File: src/rtl/div_request_queue_if.sv
// Request, divider and result handshakes of the divider request queue.
// The slave modport is the queue's view; master is the surrounding system's view.
interface div_request_queue_if #(
  parameter int WIDTH = 13
);
  logic             in_valid;
  logic             in_ready;
  logic             in_sign;
  logic [WIDTH-1:0] in_dividend;
  logic [WIDTH-1:0] in_divisor;

  logic             div_start;
  logic             div_sign;
  logic [WIDTH-1:0] div_dividend;
  logic [WIDTH-1:0] div_divisor;
  logic [WIDTH-1:0] div_quotient;
  logic [WIDTH-1:0] div_remainder;
  logic             div_ready;

  logic             out_valid;
  logic             out_ready;
  logic [WIDTH-1:0] out_quotient;
  logic [WIDTH-1:0] out_remainder;
  logic             out_div0;
  logic             out_err;

  modport slave (
    input  in_valid, in_sign, in_dividend, in_divisor,
    output in_ready,
    output div_start, div_sign, div_dividend, div_divisor,
    input  div_quotient, div_remainder, div_ready,
    output out_valid, out_quotient, out_remainder, out_div0, out_err,
    input  out_ready
  );

  modport master (
    output in_valid, in_sign, in_dividend, in_divisor,
    input  in_ready,
    input  div_start, div_sign, div_dividend, div_divisor,
    output div_quotient, div_remainder, div_ready,
    input  out_valid, out_quotient, out_remainder, out_div0, out_err,
    output out_ready
  );
endinterface

File: src/rtl/div_request_queue.sv
// Buffers division requests, issues them one at a time to a sequential divider,
// bypasses divide-by-zero and aborts on a hung divider; results leave in order.
module div_request_queue #(
  parameter int WIDTH   = 13,
  parameter int DEPTH   = 4,
  parameter int TIMEOUT = 64
) (
  input  logic                clk,
  input  logic                reset,
  div_request_queue_if.slave  bus
);
  localparam int AW = $clog2(DEPTH);
  localparam int CW = $clog2(TIMEOUT);
  localparam logic [AW:0]   FULL_COUNT = (AW+1)'(DEPTH);
  localparam logic [CW-1:0] LAST_TICK  = CW'(TIMEOUT - 1);

  typedef enum logic [1:0] {IDLE, WAIT_BUSY, WAIT_DONE, OUTPUT} state_t;

  state_t state, state_next;

  logic             mem_sign     [DEPTH];
  logic [WIDTH-1:0] mem_dividend [DEPTH];
  logic [WIDTH-1:0] mem_divisor  [DEPTH];
  logic [AW-1:0]    wr_ptr, rd_ptr;
  logic [AW:0]      count;
  logic [CW-1:0]    timer;

  logic full, empty, push, head_div0, timed_out;
  logic pop, issue, load_div0, load_done, load_err, ack;

  assign full         = (count == FULL_COUNT);
  assign empty        = (count == '0);
  assign bus.in_ready = !full && !reset;
  assign push         = bus.in_valid && bus.in_ready;
  assign head_div0    = (mem_divisor[rd_ptr] == '0);
  assign timed_out    = (timer == LAST_TICK);

  always_ff @(posedge clk) begin
    if (push) begin
      mem_sign[wr_ptr]     <= bus.in_sign;
      mem_dividend[wr_ptr] <= bus.in_dividend;
      mem_divisor[wr_ptr]  <= bus.in_divisor;
    end
  end

  always_ff @(posedge clk) begin
    if (reset) state <= IDLE;
    else       state <= state_next;
  end

  // Completion is only accepted after the divider has been seen busy, so a
  // stale div_ready from the previous operation never ends the wait.
  always_comb begin
    state_next = state;
    case (state)
      IDLE:      if (!empty) state_next = head_div0 ? OUTPUT : WAIT_BUSY;
      WAIT_BUSY: if (timed_out) state_next = OUTPUT;
                 else if (!bus.div_ready) state_next = WAIT_DONE;
      WAIT_DONE: if (bus.div_ready || timed_out) state_next = OUTPUT;
      OUTPUT:    if (bus.out_ready) state_next = IDLE;
      default:   state_next = IDLE;
    endcase
  end

  always_comb begin
    pop       = 1'b0;
    issue     = 1'b0;
    load_div0 = 1'b0;
    load_done = 1'b0;
    load_err  = 1'b0;
    ack       = 1'b0;
    case (state)
      IDLE: if (!empty) begin
        pop       = 1'b1;
        issue     = !head_div0;
        load_div0 = head_div0;
      end
      WAIT_BUSY: load_err = timed_out;
      WAIT_DONE: begin
        load_done = bus.div_ready;
        load_err  = !bus.div_ready && timed_out;
      end
      OUTPUT:  ack = bus.out_ready;
      default: ;
    endcase
  end

  always_ff @(posedge clk) begin
    if (reset) begin
      wr_ptr            <= '0;
      rd_ptr            <= '0;
      count             <= '0;
      timer             <= '0;
      bus.div_start     <= 1'b0;
      bus.div_sign      <= 1'b0;
      bus.div_dividend  <= '0;
      bus.div_divisor   <= '0;
      bus.out_valid     <= 1'b0;
      bus.out_quotient  <= '0;
      bus.out_remainder <= '0;
      bus.out_div0      <= 1'b0;
      bus.out_err       <= 1'b0;
    end else begin
      if (push) wr_ptr <= wr_ptr + 1'b1;
      if (pop)  rd_ptr <= rd_ptr + 1'b1;
      case ({push, pop})
        2'b10:   count <= count + 1'b1;
        2'b01:   count <= count - 1'b1;
        default: ;
      endcase

      if (issue) timer <= '0;
      else if (state == WAIT_BUSY || state == WAIT_DONE) timer <= timer + 1'b1;

      bus.div_start <= issue;
      if (issue) begin
        bus.div_sign     <= mem_sign[rd_ptr];
        bus.div_dividend <= mem_dividend[rd_ptr];
        bus.div_divisor  <= mem_divisor[rd_ptr];
      end

      if (load_div0) begin
        bus.out_valid     <= 1'b1;
        bus.out_quotient  <= '1;
        bus.out_remainder <= mem_dividend[rd_ptr];
        bus.out_div0      <= 1'b1;
        bus.out_err       <= 1'b0;
      end else if (load_done) begin
        bus.out_valid     <= 1'b1;
        bus.out_quotient  <= bus.div_quotient;
        bus.out_remainder <= bus.div_remainder;
        bus.out_div0      <= 1'b0;
        bus.out_err       <= 1'b0;
      end else if (load_err) begin
        bus.out_valid     <= 1'b1;
        bus.out_quotient  <= '0;
        bus.out_remainder <= '0;
        bus.out_div0      <= 1'b0;
        bus.out_err       <= 1'b1;
      end else if (ack) begin
        bus.out_valid     <= 1'b0;
      end
    end
  end
endmodule

File: src/flat_wrapper.sv
// flat-port wrapper written by rule: the top's interface ports become plain ports
module div_request_queue_flat 
#(
  parameter int WIDTH   = 13,
  parameter int DEPTH   = 4,
  parameter int TIMEOUT = 64
)
  (clk, reset, bus_in_valid, bus_in_sign, bus_in_dividend, bus_in_divisor, bus_in_ready, bus_div_start, bus_div_sign, bus_div_dividend, bus_div_divisor, bus_div_quotient, bus_div_remainder, bus_div_ready, bus_out_valid, bus_out_quotient, bus_out_remainder, bus_out_div0, bus_out_err, bus_out_ready);
  div_request_queue_if #(.WIDTH(WIDTH)) bus_i ();
  input  logic clk;
  input  logic reset;
  input wire logic [$bits(bus_i.in_valid)-1:0] bus_in_valid;
  input wire logic [$bits(bus_i.in_sign)-1:0] bus_in_sign;
  input wire logic [$bits(bus_i.in_dividend)-1:0] bus_in_dividend;
  input wire logic [$bits(bus_i.in_divisor)-1:0] bus_in_divisor;
  output wire logic [$bits(bus_i.in_ready)-1:0] bus_in_ready;
  output wire logic [$bits(bus_i.div_start)-1:0] bus_div_start;
  output wire logic [$bits(bus_i.div_sign)-1:0] bus_div_sign;
  output wire logic [$bits(bus_i.div_dividend)-1:0] bus_div_dividend;
  output wire logic [$bits(bus_i.div_divisor)-1:0] bus_div_divisor;
  input wire logic [$bits(bus_i.div_quotient)-1:0] bus_div_quotient;
  input wire logic [$bits(bus_i.div_remainder)-1:0] bus_div_remainder;
  input wire logic [$bits(bus_i.div_ready)-1:0] bus_div_ready;
  output wire logic [$bits(bus_i.out_valid)-1:0] bus_out_valid;
  output wire logic [$bits(bus_i.out_quotient)-1:0] bus_out_quotient;
  output wire logic [$bits(bus_i.out_remainder)-1:0] bus_out_remainder;
  output wire logic [$bits(bus_i.out_div0)-1:0] bus_out_div0;
  output wire logic [$bits(bus_i.out_err)-1:0] bus_out_err;
  input wire logic [$bits(bus_i.out_ready)-1:0] bus_out_ready;
  assign bus_i.in_valid = bus_in_valid;
  assign bus_i.in_sign = bus_in_sign;
  assign bus_i.in_dividend = bus_in_dividend;
  assign bus_i.in_divisor = bus_in_divisor;
  assign bus_in_ready = bus_i.in_ready;
  assign bus_div_start = bus_i.div_start;
  assign bus_div_sign = bus_i.div_sign;
  assign bus_div_dividend = bus_i.div_dividend;
  assign bus_div_divisor = bus_i.div_divisor;
  assign bus_i.div_quotient = bus_div_quotient;
  assign bus_i.div_remainder = bus_div_remainder;
  assign bus_i.div_ready = bus_div_ready;
  assign bus_out_valid = bus_i.out_valid;
  assign bus_out_quotient = bus_i.out_quotient;
  assign bus_out_remainder = bus_i.out_remainder;
  assign bus_out_div0 = bus_i.out_div0;
  assign bus_out_err = bus_i.out_err;
  assign bus_i.out_ready = bus_out_ready;
  div_request_queue #(.WIDTH(WIDTH), .DEPTH(DEPTH), .TIMEOUT(TIMEOUT)) u_core (.clk(clk), .reset(reset), .bus(bus_i));
endmodule
File: config.mk
export PLATFORM = sky130hd
export DESIGN_NAME = div_request_queue_flat
export DESIGN_NICKNAME = d
export VERILOG_FILES = /design/src/rtl/div_request_queue_if.sv /design/src/rtl/div_request_queue.sv /design/src/flat_wrapper.sv
export SDC_FILE = /design/constraint.sdc
export NUM_CORES = 1
export LEC_CHECK = 0
export CAP_MARGIN = 20
export CORE_MARGIN = 3
export CORE_UTILIZATION = 53
export CTS_CLUSTER_SIZE = 28
export DETAILED_ROUTE_END_ITERATION = 12
export PLACE_DENSITY = 0.79
export SYNTH_ARGS = -nofsm -noshare
export SYNTH_HDL_FRONTEND = slang
export SYNTH_SLANG_ARGS = --single-unit
File: constraint.sdc
create_clock -name clk -period 3.4 [get_ports clk]
set_input_delay 1.02 -clock clk [delete_from_list [all_inputs] [get_ports clk]]
set_output_delay 1.02 -clock clk [all_outputs]
set_load 0.03 [all_outputs]
==> impl_metrics.toml <==
[critical_path]
crit_type = "flop to flop"
cp.arrival_ps = 3180
r2r-end = "u_core.bus.div_divisor[6]$_SDFFE_PP0P_"
critical_path_peak_fanout = 18
worst-endpoint-required_ps = 3760
rrSetupSlack_ps = 580
critPathCaptureType = "flop"
cp-start-kind = "flop"
rr_worst_depth = 6

[pwr]
peakVddDrop_v = 0.0004276
clkPwrFrac = 0.269
p_comb_frac = 0.309
power_density_nw_per_um2 = 746.7
p_sw_uw = 2172
seq_power_share = 0.423
power.internal_uw = 4520
swShare = 0.3246
p_leak_uw = 0.002983

[floorplanning]
io_pins = 116
dieArea_um2 = 14860
die_y_um = 121.9
num_rows = 41
die_w_um = 121.9
start_util = 0.5531
core_um2 = 12880

[yosys]
synth-compound-area-share = 0.1210
synth_xor_area_frac = 0.01230
synth_fp_nets = 555
synth-edff-count = 108
syn_inst = 486
synth_flop_cell = "edfxtp_1"
synth-simple-area-share = 0.05991
synth_fa_ha_area_frac = 0.02038
synth_top_cell_by_area = "edfxtp_1"
ys_types = 46
seq_area_frac_synth = 0.6634
ys_seq_elements = 182
synth.area.mux_share = 0.08960
syn_area_um2 = 7122
synth_top_family_by_area = "compound AO/OA/AOI/OAI gates"
ys_warn_count = 0
synth_top_area_share = 0.4554
syn_avg_cell_area_um2 = 14.65
ys_top_cells_by_area = "edfxtp_1 (46%), dfxtp_1 (21%), mux4_2 (8.5%)"
async_flop_share = 0

[sta]
drv_slew = 0
fin_crit_ps = 2819
fin_worst_skew_ps = 5.494
fin_ws_ps = 581.1
max_freq_ghz = 0.3547
finalHoldViolations = 0
fin_setup_tns_ps = 0
rsz0062_at_grt = "no"
worst_slew_pin_slew_ps = 717.9
setup_violations = 0
fin_crit_sh = 0.8291
slew_headroom = 0.5207

[layout]
final_cell_mix = "clkdlybuf4s50_1 (113), edfxtp_1 (108), dfxtp_1 (73), mux4_2 (27), nand2_1 (24)"
fillCellCount = 857
nets = 671
area_delta_synth_final_pct = 25.84
final_layout_size_suffix_gt1_frac = 0.1610
num_antenna_cells = 0
final_common_cell = "clkdlybuf4s50_1"

[run]
maxCapViolCount = 0

[clocking]
h-tree-depth = 4
worst_skew_pair.late_latency_ps = 420
cts_tree = "done"
clk_pin_slew_ps = 60
cts-root-buf = "clkbuf_16"
cts_buffer_depth = 2
hold_buffers = 0
cts_setup_buffers = 0
cts_made_buffers = 17
numClockSinks = 182
cts_resized = 0

[drt]
wirelength_um = 15570
dr.pass1.iters = 7
viasPerCell = 5.814
antenna_left = 0
drc = 0
via_count = 4576
dr.first_iter.drc_count = 307
drt-wirelength-per-cell_um = 19.79

[placement]
routabilityCongestion = 0.7337
dp_hpwl_um = 10210
pre_cts_slack_ps = 357.1
io_buffer_count = 115

[global_routing]
grt_max_degree = 44
met1_usage = 0.2890
grt_pass1_vias = 4653
met3_usage = 0.05942
track_usage = 0.2195
top_usage_layer = "met2"
antenna_found_initial = 0
grt-ovfl-total = 0
grt_pass1_wl_um = 24560
use_met2 = 0.3522

[min_path]
hold_path_end = "u_core.bus.out_div0$_SDFFE_PP0P_"
whs_path_depth = 2
min_path_type = "flop to flop"
hp-start = "u_core.bus.out_div0$_SDFFE_PP0P_"

[status]
status = "completed"
[critical path, stage by stage (launching register included)]
cell and delay (ps):
dfxtp_1 780, buf_4 300, mux4_2 350, nor4_2 180, nand4_1 390, nand2_2 510, a32o_1 240
[per-layer routing]
metal | vias to the layer above | part of all wire | wire, µm
li1 | 2113 | - | -
met1 | 2274 | 0.42 | 6522
met2 | 173 | 0.49 | 7675
met3 | 16 | 0.076 | 1177
met4 | 0 | 0.013 | 197
met5 | - | 0 | 0
[Yosys cell counts, types with 4 or more instances]
master	count
edfxtp_1	108
dfxtp_1	74
mux4_2	27
nand2_1	24
nor3_1	22
clkbuf_1	21
nor2_1	15
a21oi_2	14
o21ai_0	14
a21oi_1	13
a22o_1	13
a22oi_1	13
o211ai_1	13
inv_1	11
o21ai_1	11
ha_1	10
nand3_1	10
a31o_1	9
buf_6	6
xor2_1	6
a31o_2	4
a32o_1	4
and3_1	4
buf_2	4
xnor2_1	4
[cell families (layout without fill, tap and decap cells)]
logic type / Yosys count / after routing
simple gates: 87 / 87
mux: 30 / 30
xor+xnor: 10 / 10
compound gates: 118 / 118
flops: 182 / 182
fa+ha+maj: 11 / 11
buf+inv: 48 / 177
[stage by stage]
stage               hold slack, ps  cells  area (µm²)    util  total power (µW)
floorplan                    471.1    486        7122       -              4208
global placement             461.1    755        8421  0.6540              4874
detailed placement           465.3    755        8421  0.6540              4936
CTS                          474.8    787        8962  0.6960              6743
global route                 494.8    787        8962  0.6960              7021
finish                       474.4    787        8962  0.6960              6693
[how the worst max path moves through the flow]
stage	endpoint	slack, ps	depth (start not counted)
floorplan	u_core.count[2]$_SDFFE_PP0P_	240	10
global placement	u_core.count[2]$_SDFFE_PP0P_	450	9
detailed placement	u_core.count[2]$_SDFFE_PP0P_	360	9
CTS	u_core.bus.out_remainder[0]$_SDFFE_PP0P_	580	6
global route	u_core.bus.div_divisor[9]$_SDFFE_PP0P_	350	5
finish	u_core.bus.div_divisor[6]$_SDFFE_PP0P_	580	6
[state kept, by name, summed over array words and instances (netlist names), named ones only]
register / count
u_core.mem_dividend: 52
u_core.mem_divisor: 52
u_core.bus.div_dividend: 13
u_core.bus.div_divisor: 13
u_core.bus.out_quotient: 13
u_core.bus.out_remainder: 13
u_core.timer: 6
u_core.mem_sign: 4
u_core.count: 3
u_core.rd_ptr: 2
u_core.state: 2
u_core.wr_ptr: 2
u_core.bus.div_sign: 1
u_core.bus.div_start: 1
u_core.bus.out_div0: 1
u_core.bus.out_err: 1
u_core.bus.out_valid: 1
[power by group through the flow]
stage / logic, µW / clock network, µW / registers (µW)
2_1_floorplan: 1130 / 0 / 3080
3_3_place_gp: 2010 / 0 / 2860
3_5_place_dp: 2060 / 0 / 2870
4_1_cts: 2080 / 1830 / 2830
5_1_grt: 2230 / 1930 / 2870
6_report: 2070 / 1800 / 2830
[cell type report]
cell class              count  area (µm²)  share of cell area
flip-flops and latches    182        4726              0.5273
inverters                  13       48.80            0.005445
well taps                 172       215.2             0.02401
repair buffers            132        1271              0.1418
clock inverters            12       105.1             0.01173
multi-input cells         256        2160              0.2410
clock buffers              20       436.7             0.04872
Note: power is estimated with default switching activity, not from simulation.
